<file path="src/rtl/comparador_sequencia_jogadas_if.sv">
// rtl/comparador_sequencia_jogadas_if.sv - play-sequence comparator control, play and status bundle
interface comparador_sequencia_jogadas_if #(
    parameter int LARGURA      = 4,
    parameter int PROFUNDIDADE = 16
);
    localparam int IND = $clog2(PROFUNDIDADE);

    logic               limpa;
    logic               grava;
    logic [LARGURA-1:0] dado_gravado;
    logic               iniciar;
    logic [LARGURA-1:0] jogada;
    logic               jogada_valida;

    logic               igual;
    logic               diferente;
    logic               fim_acerto;
    logic               fim_erro;
    logic [IND-1:0]     indice;
    logic [IND:0]       carregados;
    logic               cheio;
    logic               comparando;

    // game FSM / play-input side
    modport master (
        output limpa, grava, dado_gravado, iniciar, jogada, jogada_valida,
        input  igual, diferente, fim_acerto, fim_erro, indice, carregados, cheio, comparando
    );

    // comparator side
    modport slave (
        input  limpa, grava, dado_gravado, iniciar, jogada, jogada_valida,
        output igual, diferente, fim_acerto, fim_erro, indice, carregados, cheio, comparando
    );
endinterface

</file>
<file path="src/rtl/comparador_sequencia_jogadas.sv">
// rtl/comparador_sequencia_jogadas.sv - stores a reference play sequence and checks player plays against it
module comparador_sequencia_jogadas #(
    parameter int LARGURA      = 4,
    parameter int PROFUNDIDADE = 16
) (
    input  logic                          clock,
    input  logic                          reset,
    comparador_sequencia_jogadas_if.slave bus
);
    localparam int IND = $clog2(PROFUNDIDADE);
    localparam logic [IND:0] MAX_CARGA = (IND+1)'(PROFUNDIDADE);

    typedef enum logic [1:0] {
        CARGA   = 2'd0,
        COMPARA = 2'd1,
        ACERTOU = 2'd2,
        ERROU   = 2'd3
    } estado_t;

    estado_t            estado, estado_n;
    logic [IND:0]       carregados, carregados_n;
    logic [IND-1:0]     indice, indice_n;
    logic               igual, igual_n;
    logic               diferente, diferente_n;
    logic               escreve;
    logic               cheio;
    logic               ultima;
    logic [LARGURA-1:0] referencia;

    // contents are never reset; carregados alone says which entries are valid
    logic [LARGURA-1:0] mem [0:PROFUNDIDADE-1];

    assign cheio      = (carregados == MAX_CARGA);
    assign referencia = mem[indice];
    assign ultima     = ({1'b0, indice} == (carregados - 1'b1));

    always_ff @(posedge clock) begin
        if (escreve) begin
            mem[carregados[IND-1:0]] <= bus.dado_gravado;
        end
    end

    always_ff @(posedge clock or posedge reset) begin
        if (reset) begin
            estado     <= CARGA;
            carregados <= '0;
            indice     <= '0;
            igual      <= 1'b0;
            diferente  <= 1'b0;
        end else begin
            estado     <= estado_n;
            carregados <= carregados_n;
            indice     <= indice_n;
            igual      <= igual_n;
            diferente  <= diferente_n;
        end
    end

    always_comb begin
        estado_n     = estado;
        carregados_n = carregados;
        indice_n     = indice;
        igual_n      = 1'b0;
        diferente_n  = 1'b0;
        escreve      = 1'b0;

        if (bus.limpa) begin
            estado_n     = CARGA;
            carregados_n = '0;
            indice_n     = '0;
        end else begin
            case (estado)
                CARGA: begin
                    if (bus.grava && !cheio) begin
                        escreve      = 1'b1;
                        carregados_n = carregados + 1'b1;
                    end
                    if (bus.iniciar && (carregados != '0)) begin
                        estado_n = COMPARA;
                        indice_n = '0;
                    end
                end
                COMPARA: begin
                    // a restart outranks a play arriving in the same cycle
                    if (bus.iniciar) begin
                        indice_n = '0;
                    end else if (bus.jogada_valida) begin
                        if (bus.jogada == referencia) begin
                            igual_n = 1'b1;
                            if (ultima) begin
                                estado_n = ACERTOU;
                            end else begin
                                indice_n = indice + 1'b1;
                            end
                        end else begin
                            diferente_n = 1'b1;
                            estado_n    = ERROU;
                        end
                    end
                end
                ACERTOU, ERROU: begin
                    if (bus.iniciar) begin
                        estado_n = COMPARA;
                        indice_n = '0;
                    end
                end
                default: begin
                    estado_n = CARGA;
                end
            endcase
        end
    end

    assign bus.igual      = igual;
    assign bus.diferente  = diferente;
    assign bus.fim_acerto = (estado == ACERTOU);
    assign bus.fim_erro   = (estado == ERROU);
    assign bus.indice     = indice;
    assign bus.carregados = carregados;
    assign bus.cheio      = cheio;
    assign bus.comparando = (estado == COMPARA);
endmodule

</file>
<file path="src/flat_wrapper.sv">
// flat-port wrapper written by rule: the top's interface ports become plain ports
module comparador_sequencia_jogadas_flat 
#(
    parameter int LARGURA      = 4,
    parameter int PROFUNDIDADE = 16
)
  (clock, reset, bus_limpa, bus_grava, bus_dado_gravado, bus_iniciar, bus_jogada, bus_jogada_valida, bus_igual, bus_diferente, bus_fim_acerto, bus_fim_erro, bus_indice, bus_carregados, bus_cheio, bus_comparando);
  comparador_sequencia_jogadas_if #(.LARGURA(LARGURA), .PROFUNDIDADE(PROFUNDIDADE)) bus_i ();
  input  logic clock;
  input  logic reset;
  input wire logic [$bits(bus_i.limpa)-1:0] bus_limpa;
  input wire logic [$bits(bus_i.grava)-1:0] bus_grava;
  input wire logic [$bits(bus_i.dado_gravado)-1:0] bus_dado_gravado;
  input wire logic [$bits(bus_i.iniciar)-1:0] bus_iniciar;
  input wire logic [$bits(bus_i.jogada)-1:0] bus_jogada;
  input wire logic [$bits(bus_i.jogada_valida)-1:0] bus_jogada_valida;
  output wire logic [$bits(bus_i.igual)-1:0] bus_igual;
  output wire logic [$bits(bus_i.diferente)-1:0] bus_diferente;
  output wire logic [$bits(bus_i.fim_acerto)-1:0] bus_fim_acerto;
  output wire logic [$bits(bus_i.fim_erro)-1:0] bus_fim_erro;
  output wire logic [$bits(bus_i.indice)-1:0] bus_indice;
  output wire logic [$bits(bus_i.carregados)-1:0] bus_carregados;
  output wire logic [$bits(bus_i.cheio)-1:0] bus_cheio;
  output wire logic [$bits(bus_i.comparando)-1:0] bus_comparando;
  assign bus_i.limpa = bus_limpa;
  assign bus_i.grava = bus_grava;
  assign bus_i.dado_gravado = bus_dado_gravado;
  assign bus_i.iniciar = bus_iniciar;
  assign bus_i.jogada = bus_jogada;
  assign bus_i.jogada_valida = bus_jogada_valida;
  assign bus_igual = bus_i.igual;
  assign bus_diferente = bus_i.diferente;
  assign bus_fim_acerto = bus_i.fim_acerto;
  assign bus_fim_erro = bus_i.fim_erro;
  assign bus_indice = bus_i.indice;
  assign bus_carregados = bus_i.carregados;
  assign bus_cheio = bus_i.cheio;
  assign bus_comparando = bus_i.comparando;
  comparador_sequencia_jogadas #(.LARGURA(LARGURA), .PROFUNDIDADE(PROFUNDIDADE)) u_core (.clock(clock), .reset(reset), .bus(bus_i));
endmodule
</file>
<file path="config.mk">
export PLATFORM = sky130hd
export DESIGN_NAME = comparador_sequencia_jogadas_flat
export DESIGN_NICKNAME = d
export VERILOG_FILES = /design/src/rtl/comparador_sequencia_jogadas_if.sv /design/src/rtl/comparador_sequencia_jogadas.sv /design/src/flat_wrapper.sv
export SDC_FILE = /design/constraint.sdc
export NUM_CORES = 1
export LEC_CHECK = 0
export ABC_AREA = 1
export ABC_CLOCK_PERIOD_IN_PS = 2350
export BUFFER_PORTS_ARGS = -buffer_cell sky130_fd_sc_hd__buf_2
export CORE_ASPECT_RATIO = 0.5
export CORE_UTILIZATION = 52
export CTS_BUF_LIST = sky130_fd_sc_hd__clkbuf_8 sky130_fd_sc_hd__clkbuf_16
export DETAILED_ROUTE_END_ITERATION = 10
export GPL_TIMING_DRIVEN = 1
export PLACE_DENSITY = 0.74
export RECOVER_POWER = 25
export SYNTH_ARGS = -nofsm -noshare
export SYNTH_HDL_FRONTEND = slang
export SYNTH_SLANG_ARGS = --single-unit
</file>
<file path="constraint.sdc">
create_clock -name clock -period 2.35 [get_ports clock]
set_clock_uncertainty 0.1 [all_clocks]
set_input_delay 0.1175 -clock clock [delete_from_list [all_inputs] [get_ports clock]]
set_output_delay 0.1175 -clock clock [all_outputs]
set_load 0.03 [all_outputs]
</file>
Word-level counts from Yosys, hierarchy flattened

Memory sizes are Yosys's and may differ from the RTL's.
Index checks and enable logic that the tools add are counted.

Word-level logic and storage cells: 68
Output and inout port bits: 15
Memories kept: 1
Bits in writable memories: 64
Bits of input ports: 14
Flip-flop bits (word level): 13

Memory list:

| name       | words | bits a word | rd ports | clocked after memory_dff | write ports | line                               | text |
|---|---|---|---|---|---|---|---|
| u_core.mem | 16    | 4           | 1        | 0                        | 1           | comparador_sequencia_jogadas.sv:31 | `logic [LARGURA-1:0] mem [0:PROFUNDIDADE-1];` |

Multiplexer cells: 34
Add/subtract/negate cells: 3
Reduce and logical (&&, ||, !) cells: 11
Eq/ne operators: 14

Operator list:

| cell                  | number |
|---|---|
| $mux W4               | 7 |
| $mux W1               | 15 |
| $mux W5               | 3 |
| $mux W2               | 7 |
| $pmux W4 S3           | 1 |
| $reduce_and A5 Y1     | 2 |
| $ne A3 B3 Y1 const B  | 3 |
| $ne A4 B3 Y1 const B  | 2 |
| $ne A4 B4 Y1 const B  | 2 |
| $pmux W2 S3           | 1 |
| $add A5 B1 Y5 const B | 1 |
| $eq A4 B5 Y1          | 1 |
| $eq A5 B5 Y1 const B  | 1 |
| $reduce_bool A5 Y1    | 1 |
| $sub A5 B1 Y5 const B | 1 |
| $add A4 B1 Y4 const B | 1 |
| $eq A2 B2 Y1 const B  | 2 |
| $eq A4 B4 Y1          | 1 |
| $reduce_bool A2 Y1    | 2 |
| $ne A3 B2 Y1 const B  | 1 |
| $eq A2 B1 Y1 const B  | 1 |
| $logic_and A1 B1 Y1   | 2 |
| $logic_not A2 Y1      | 1 |
| $reduce_and A2 Y1     | 1 |
| other kinds (2)       | 2 |

Longest topological paths before layout

Depth in word-level cells: 8
Gate-level depth with buffers: 16
Depth with buffers taken out: 15

Worst setup path after synthesis

No wires, ideal clock.

Path type: reg2reg
From: reg u_core.carregados[0], in the netlist u_core.bus.carregados[0]
To: mem u_core.mem[1][0], enable pin
Setup slack: -0.096 ns
Required time: 1.921 ns
Cell stages (with the launch flop): 10
Arrival: 2.016 ns
Setup time: 0.329 ns
Path buffers: 0
Clock period less this slack: 2.446 ns
Cells stage by stage: dfrtp_1 inv_1 ha_1 nand3_1 nor2_1 inv_1 nand2_1 nor2_1 nand2_1 nor2_1

Word-level cells in the longest chain between the ends: 8

RTL lines:

| what                          | line                               | text |
|---|---|---|
| start: declaration            | comparador_sequencia_jogadas.sv:21 | `logic [IND:0] carregados, carregados_n;` |
| start signal: assignment      | comparador_sequencia_jogadas.sv:52 | `carregados <= carregados_n;` |
| $eq A5 B5 Y1                  | comparador_sequencia_jogadas.sv:33 | `assign cheio = (carregados == MAX_CARGA);` |
| net bus_cheio                 | flat_wrapper.sv:23                 | `output wire logic [$bits(bus_i.cheio)-1:0] bus_cheio;` |
| $logic_not A1 Y1              | comparador_sequencia_jogadas.sv:74 | `if (bus.grava && !cheio) begin` |
| $logic_and A1 B1 Y1           | comparador_sequencia_jogadas.sv:74 |  |
| $mux W1                       | comparador_sequencia_jogadas.sv:74 |  |
| $mux W1                       | comparador_sequencia_jogadas.sv:72 | `case (estado)` |
| $mux W1                       | comparador_sequencia_jogadas.sv:67 | `if (bus.limpa) begin` |
| $mux W1                       | comparador_sequencia_jogadas.sv:38 | `if (escreve) begin` |
| $mux W1 (implied by the code) | comparador_sequencia_jogadas.sv:39 | `mem[carregados[IND-1:0]] <= bus.dado_gravado;` |
| end: declaration              | comparador_sequencia_jogadas.sv:31 |  |

The timed path passes the listed nets, and every way through them passes these cells.

Worst setup path in the final report

From: reg u_core.carregados[1], in the netlist u_core.bus.carregados[1]
To: mem u_core.mem[6][3], enable pin

Word-level cells in the longest chain between the ends: 8

RTL lines:

| what                          | line |
|---|---|
| $eq A5 B5 Y1                  | comparador_sequencia_jogadas.sv:33 |
| $logic_not A1 Y1              | comparador_sequencia_jogadas.sv:74 |
| $logic_and A1 B1 Y1           | comparador_sequencia_jogadas.sv:74 |
| $mux W1                       | comparador_sequencia_jogadas.sv:74 |
| $mux W1                       | comparador_sequencia_jogadas.sv:72 |
| $mux W1                       | comparador_sequencia_jogadas.sv:67 |
| $mux W1                       | comparador_sequencia_jogadas.sv:38 |
| $mux W1 (implied by the code) | comparador_sequencia_jogadas.sv:39 |

Several ways; a longest one is shown, not always the timed one.

==> results.md <==
Outcome:
- The flow ran to the end, and the final reports show no timing, DRC or antenna violations.

Logic synthesis:
- In this run, distinct cell masters in the synthesized netlist total 35.
- After synthesis the netlist holds a flip-flop and latch count of between 70 and 80.
- The count of flip-flops with a built-in enable after synthesis is 64.
- The share of the Yosys chip area taken by registers is 0.583.
- The summed instance area of the synthesized netlist is roughly 3900 µm².
- After synthesis, the share of flip-flops with an asynchronous set or reset is 0.169.
- The flip-flop cell with the highest count after synthesis is sky130_fd_sc_hd__edfxtp_1.
- The number of nets produced by synthesis is 414.
- The count of synthesis-stage warnings from yosys is 0.
- Each instance of the synthesized netlist takes up on average slightly below 10 µm².
- The cell count after synthesis is between 300 and 400.

Global route:
- The global-route wire length before repair is 14.0 mm.
- Entering global routing, the biggest net connects 24 pins.
- The via count of the first global-routing pass came to ~2900.
- The number of antenna violations at the first check in global routing is 0.
- The remaining global-route overflow is 0.
- In the global route stage, overall resource usage came out at 0.247.

Route:
- In the final routed layout, each cell accounts on average for 16.1 µm.
- The vias per cell is between 5 and 6.
- The antenna violation net count after detailed routing is 0.
- The first-iteration detailed-routing DRC count is 270.
- The first TritonRoute pass finished after 5 iterations.
- The number of remaining DRC errors is 0.
- The wire length after detailed routing is 8.58 mm.
- The via count is just under 3000.

Floorplanning:
- The number of I/O pins is 29.
- The die area is 7790 µm².
- The overall die height is ~63 µm.
- Measured along the x axis, the die boundary spans roughly 120 µm.
- The starting density of the core is 0.558.
- The row count is 21.
- In this run the standard cell core region covers between 6000 and 7000 µm².

Worst setup path:
- The largest driver fanout on the critical path is 5.
- The critical path contains buffers and inverters numbering 2 combined.
- The worst setup path is launched from a flop.
- The largest single stage delay on the critical path is 400 ps.
- The arrival time of data at the critical path endpoint is roughly 2100 ps.
- The slowest library cell on the worst path is sky130_fd_sc_hd__dfrtp_2.
- STA classifies the critical path endpoint as a flop.
- The critical path goes through inv_1 -> ha_1 -> nand3_1 -> nor2_1 -> inv_1 -> nand2_1 -> nor2_2 -> nand2_1 -> nor2_2.
- STA puts the critical path data required time at 2270 ps.
- Broken down by cell family, the worst path's largest delay share belongs to simple AND/OR/NAND/NOR gates.
- The worst setup path is of the flop to flop kind.

STA:
- The total negative slack for setup checks is 0 ps.
- The total of endpoints with negative setup slack in the final report is 0.
- The number of endpoints with negative hold slack in the final report is 0.
- At the pin with the least slew margin, the transition time is roughly 780 ps.
- Setup repair after global routing could not meet its margin everywhere.
- The period utilization is 0.945.
- Setup slack closes at about 130 ps.
- Static timing analysis puts the maximum clock frequency at 450 MHz.
- The worst-case headroom to the max-slew limit is 0.480.
- The minimum clock period after layout is about 2200 ps.
- The number of pins with negative max-slew slack in the final report came to 0.

Job:
- Max-cap violations in this run came to 0.

Placement:
- The number of buffers inserted by port buffering is 28.
- The sum of net half-perimeters after detailed placement is between 5 and 6 mm.
- Routability-driven placement finished with a final weighted congestion of a little under 0.9.
- Including well taps, the total number of placed cells is just over 500.
- The pre-CTS setup slack is about 35 ps.

Clock tree:
- The maximum buffer depth of the clock tree is 2.
- The number of clock sinks is slightly below 80.
- CTS placed an instance of sky130_fd_sc_hd__clkbuf_16 at the clock tree root.
- TritonCTS built the clock tree.
- In this run, CTS created clock tree buffers numbering 9.
- The clock tree synthesis step divided the H-tree into 3 levels.
- The clock-pin slew on the worst setup and hold paths is roughly 60 ps.
- Clock latency on the worst-skew pair, taken at its later pin, is approximately 330 ps.

Finish:
- The antenna cell count is 0.
- The most frequent standard cell in the layout excluding fill and tap cells is sky130_fd_sc_hd__nand2_1.
- The number of non-filler instances in the completed layout is between 500 and 600.
- The final layout contains approximately 460 nets.
- The share of post-route cells with drive strength above 1 is 0.269.
- Once layout is complete, the utilization of the core stands at 0.654.
- The area added between synthesis and finish is 17.1%.
- In the layout the commonest cells are sky130_fd_sc_hd__nand2_1, sky130_fd_sc_hd__edfxtp_1, sky130_fd_sc_hd__nand3_1, sky130_fd_sc_hd__inv_1, sky130_fd_sc_hd__buf_2.

Power:
- The worst-case IR drop observed on VDD is around 0.54 mV.
- For this design the static power due to leakage is around 1.9 nW.
- After layout, the design draws a total of ~4.0 mW.
- For this design the ratio of total power to cell area is between 800 and 900 nW/µm².

Worst hold path:
- The class of the worst hold path is input pin to flop.
-- layer usage --
layer  GRT usage  vias to the layer above  share of wire
li1            -                     1383              -
met1       0.337                     1393           0.46
met2       0.392                      110           0.46
met3      0.0557                       21          0.061
met4      0.0768                        0          0.019
met5           0                        -              0
-- metrics by stage --
step,hold slack (ps),cell area [µm²]
final,118,4520
after global routing,132,4520
after CTS,101,4460
after floorplan,-106,3860
after global placement,64.9,4100
after detailed placement,75.3,4100
-- worst reg2reg max path, cell delays in order, from the launching register on --
cell	delay (ps)
sky130_fd_sc_hd__dfrtp_2	400
sky130_fd_sc_hd__inv_1	90
sky130_fd_sc_hd__ha_1	200
sky130_fd_sc_hd__nand3_1	130
sky130_fd_sc_hd__nor2_1	80
sky130_fd_sc_hd__inv_1	70
sky130_fd_sc_hd__nand2_1	100
sky130_fd_sc_hd__nor2_2	220
sky130_fd_sc_hd__nand2_1	260
sky130_fd_sc_hd__nor2_2	260
-- logic make-up after synthesis --
logic type	share of synthesized area
AND/OR/NAND/NOR	0.265
flip-flops	0.583
buffers and inverters	0.0808
AO/OA/AOI/OAI	0.0441
XOR/XNOR	0.0114
adder cells (fa/ha/maj)	0.0162
-- path summary, 6_finish.rpt --
path | start | to | slack [ps] | cells after the start
setup / recovery | u_core.bus.carregados[1]$_DFFE_PP0P_ | u_core.mem[6][3]$_DFFE_PP_ | 130 | 9
min in group asynchronous | reset | u_core.bus.carregados[4]$_DFFE_PP0P_ | 260 | 3
max in group asynchronous | reset | u_core.bus.indice[0]$_DFFE_PP0P_ | 1510 | 3
setup reg to reg | u_core.bus.carregados[1]$_DFFE_PP0P_ | u_core.mem[6][3]$_DFFE_PP_ | 130 | 9
hold / removal | bus_dado_gravado[0] | u_core.mem[7][0]$_DFFE_PP_ | 120 | 1
hold reg to reg | u_core.bus.carregados[4]$_DFFE_PP0P_ | u_core.bus.carregados[4]$_DFFE_PP0P_ | 450 | 1
-- layout make-up --
| type | instances | area [µm²] |
|---|---|---|
| clock buffers | 9 | 225 |
| clock inverters | 7 | 106 |
| fillers | 532 | 2390 |
| inverters | 51 | 201 |
| multi-input cells | 254 | 1330 |
| flip-flops and latches | 77 | 2250 |
| well taps | 92 | 115 |
| repair buffers | 44 | 288 |
-- power breakdown --
part,internal (mW),switching (mW)
clock,1.02,0.498
sequential,1.53,0.0377
combinational,0.306,0.619
-- synthesized netlist by cell type (all sizes together), types with 2 or more instances --
| library cell | instances | area share |
|---|---|---|
| inv | 46 | 0.045 |
| nand3 | 52 | 0.083 |
| edfxtp | 64 | 0.50 |
| ha | 5 | 0.016 |
| nand2 | 116 | 0.12 |
| o211ai | 2 | 0.0065 |
| o21ai | 16 | 0.025 |
| a21oi | 6 | 0.0078 |
| xor2 | 3 | 0.0068 |
| nor2 | 35 | 0.038 |
| xnor2 | 2 | 0.0045 |
| nand4 | 3 | 0.0049 |
| dfrtp | 13 | 0.084 |
| clkinv | 5 | 0.0062 |
| buf | 12 | 0.029 |
| nor3 | 7 | 0.0091 |
-- flip-flops by register name, summed over array words and instances (netlist names) --
register               count
u_core.bus.diferente       1
u_core.bus.indice          4
u_core.bus.carregados      5
u_core.mem                64
u_core.estado              2
u_core.bus.igual           1
-- timing repair --
action                                 in CTS  in global routing
setup endpoints to repair                   0                 49
endpoints found under the hold margin      15                  0
setup buffers                               0                  2
hold buffers                                3                  0
resized for setup                           0                 19
Note: power is estimated with default switching activity, not from simulation.
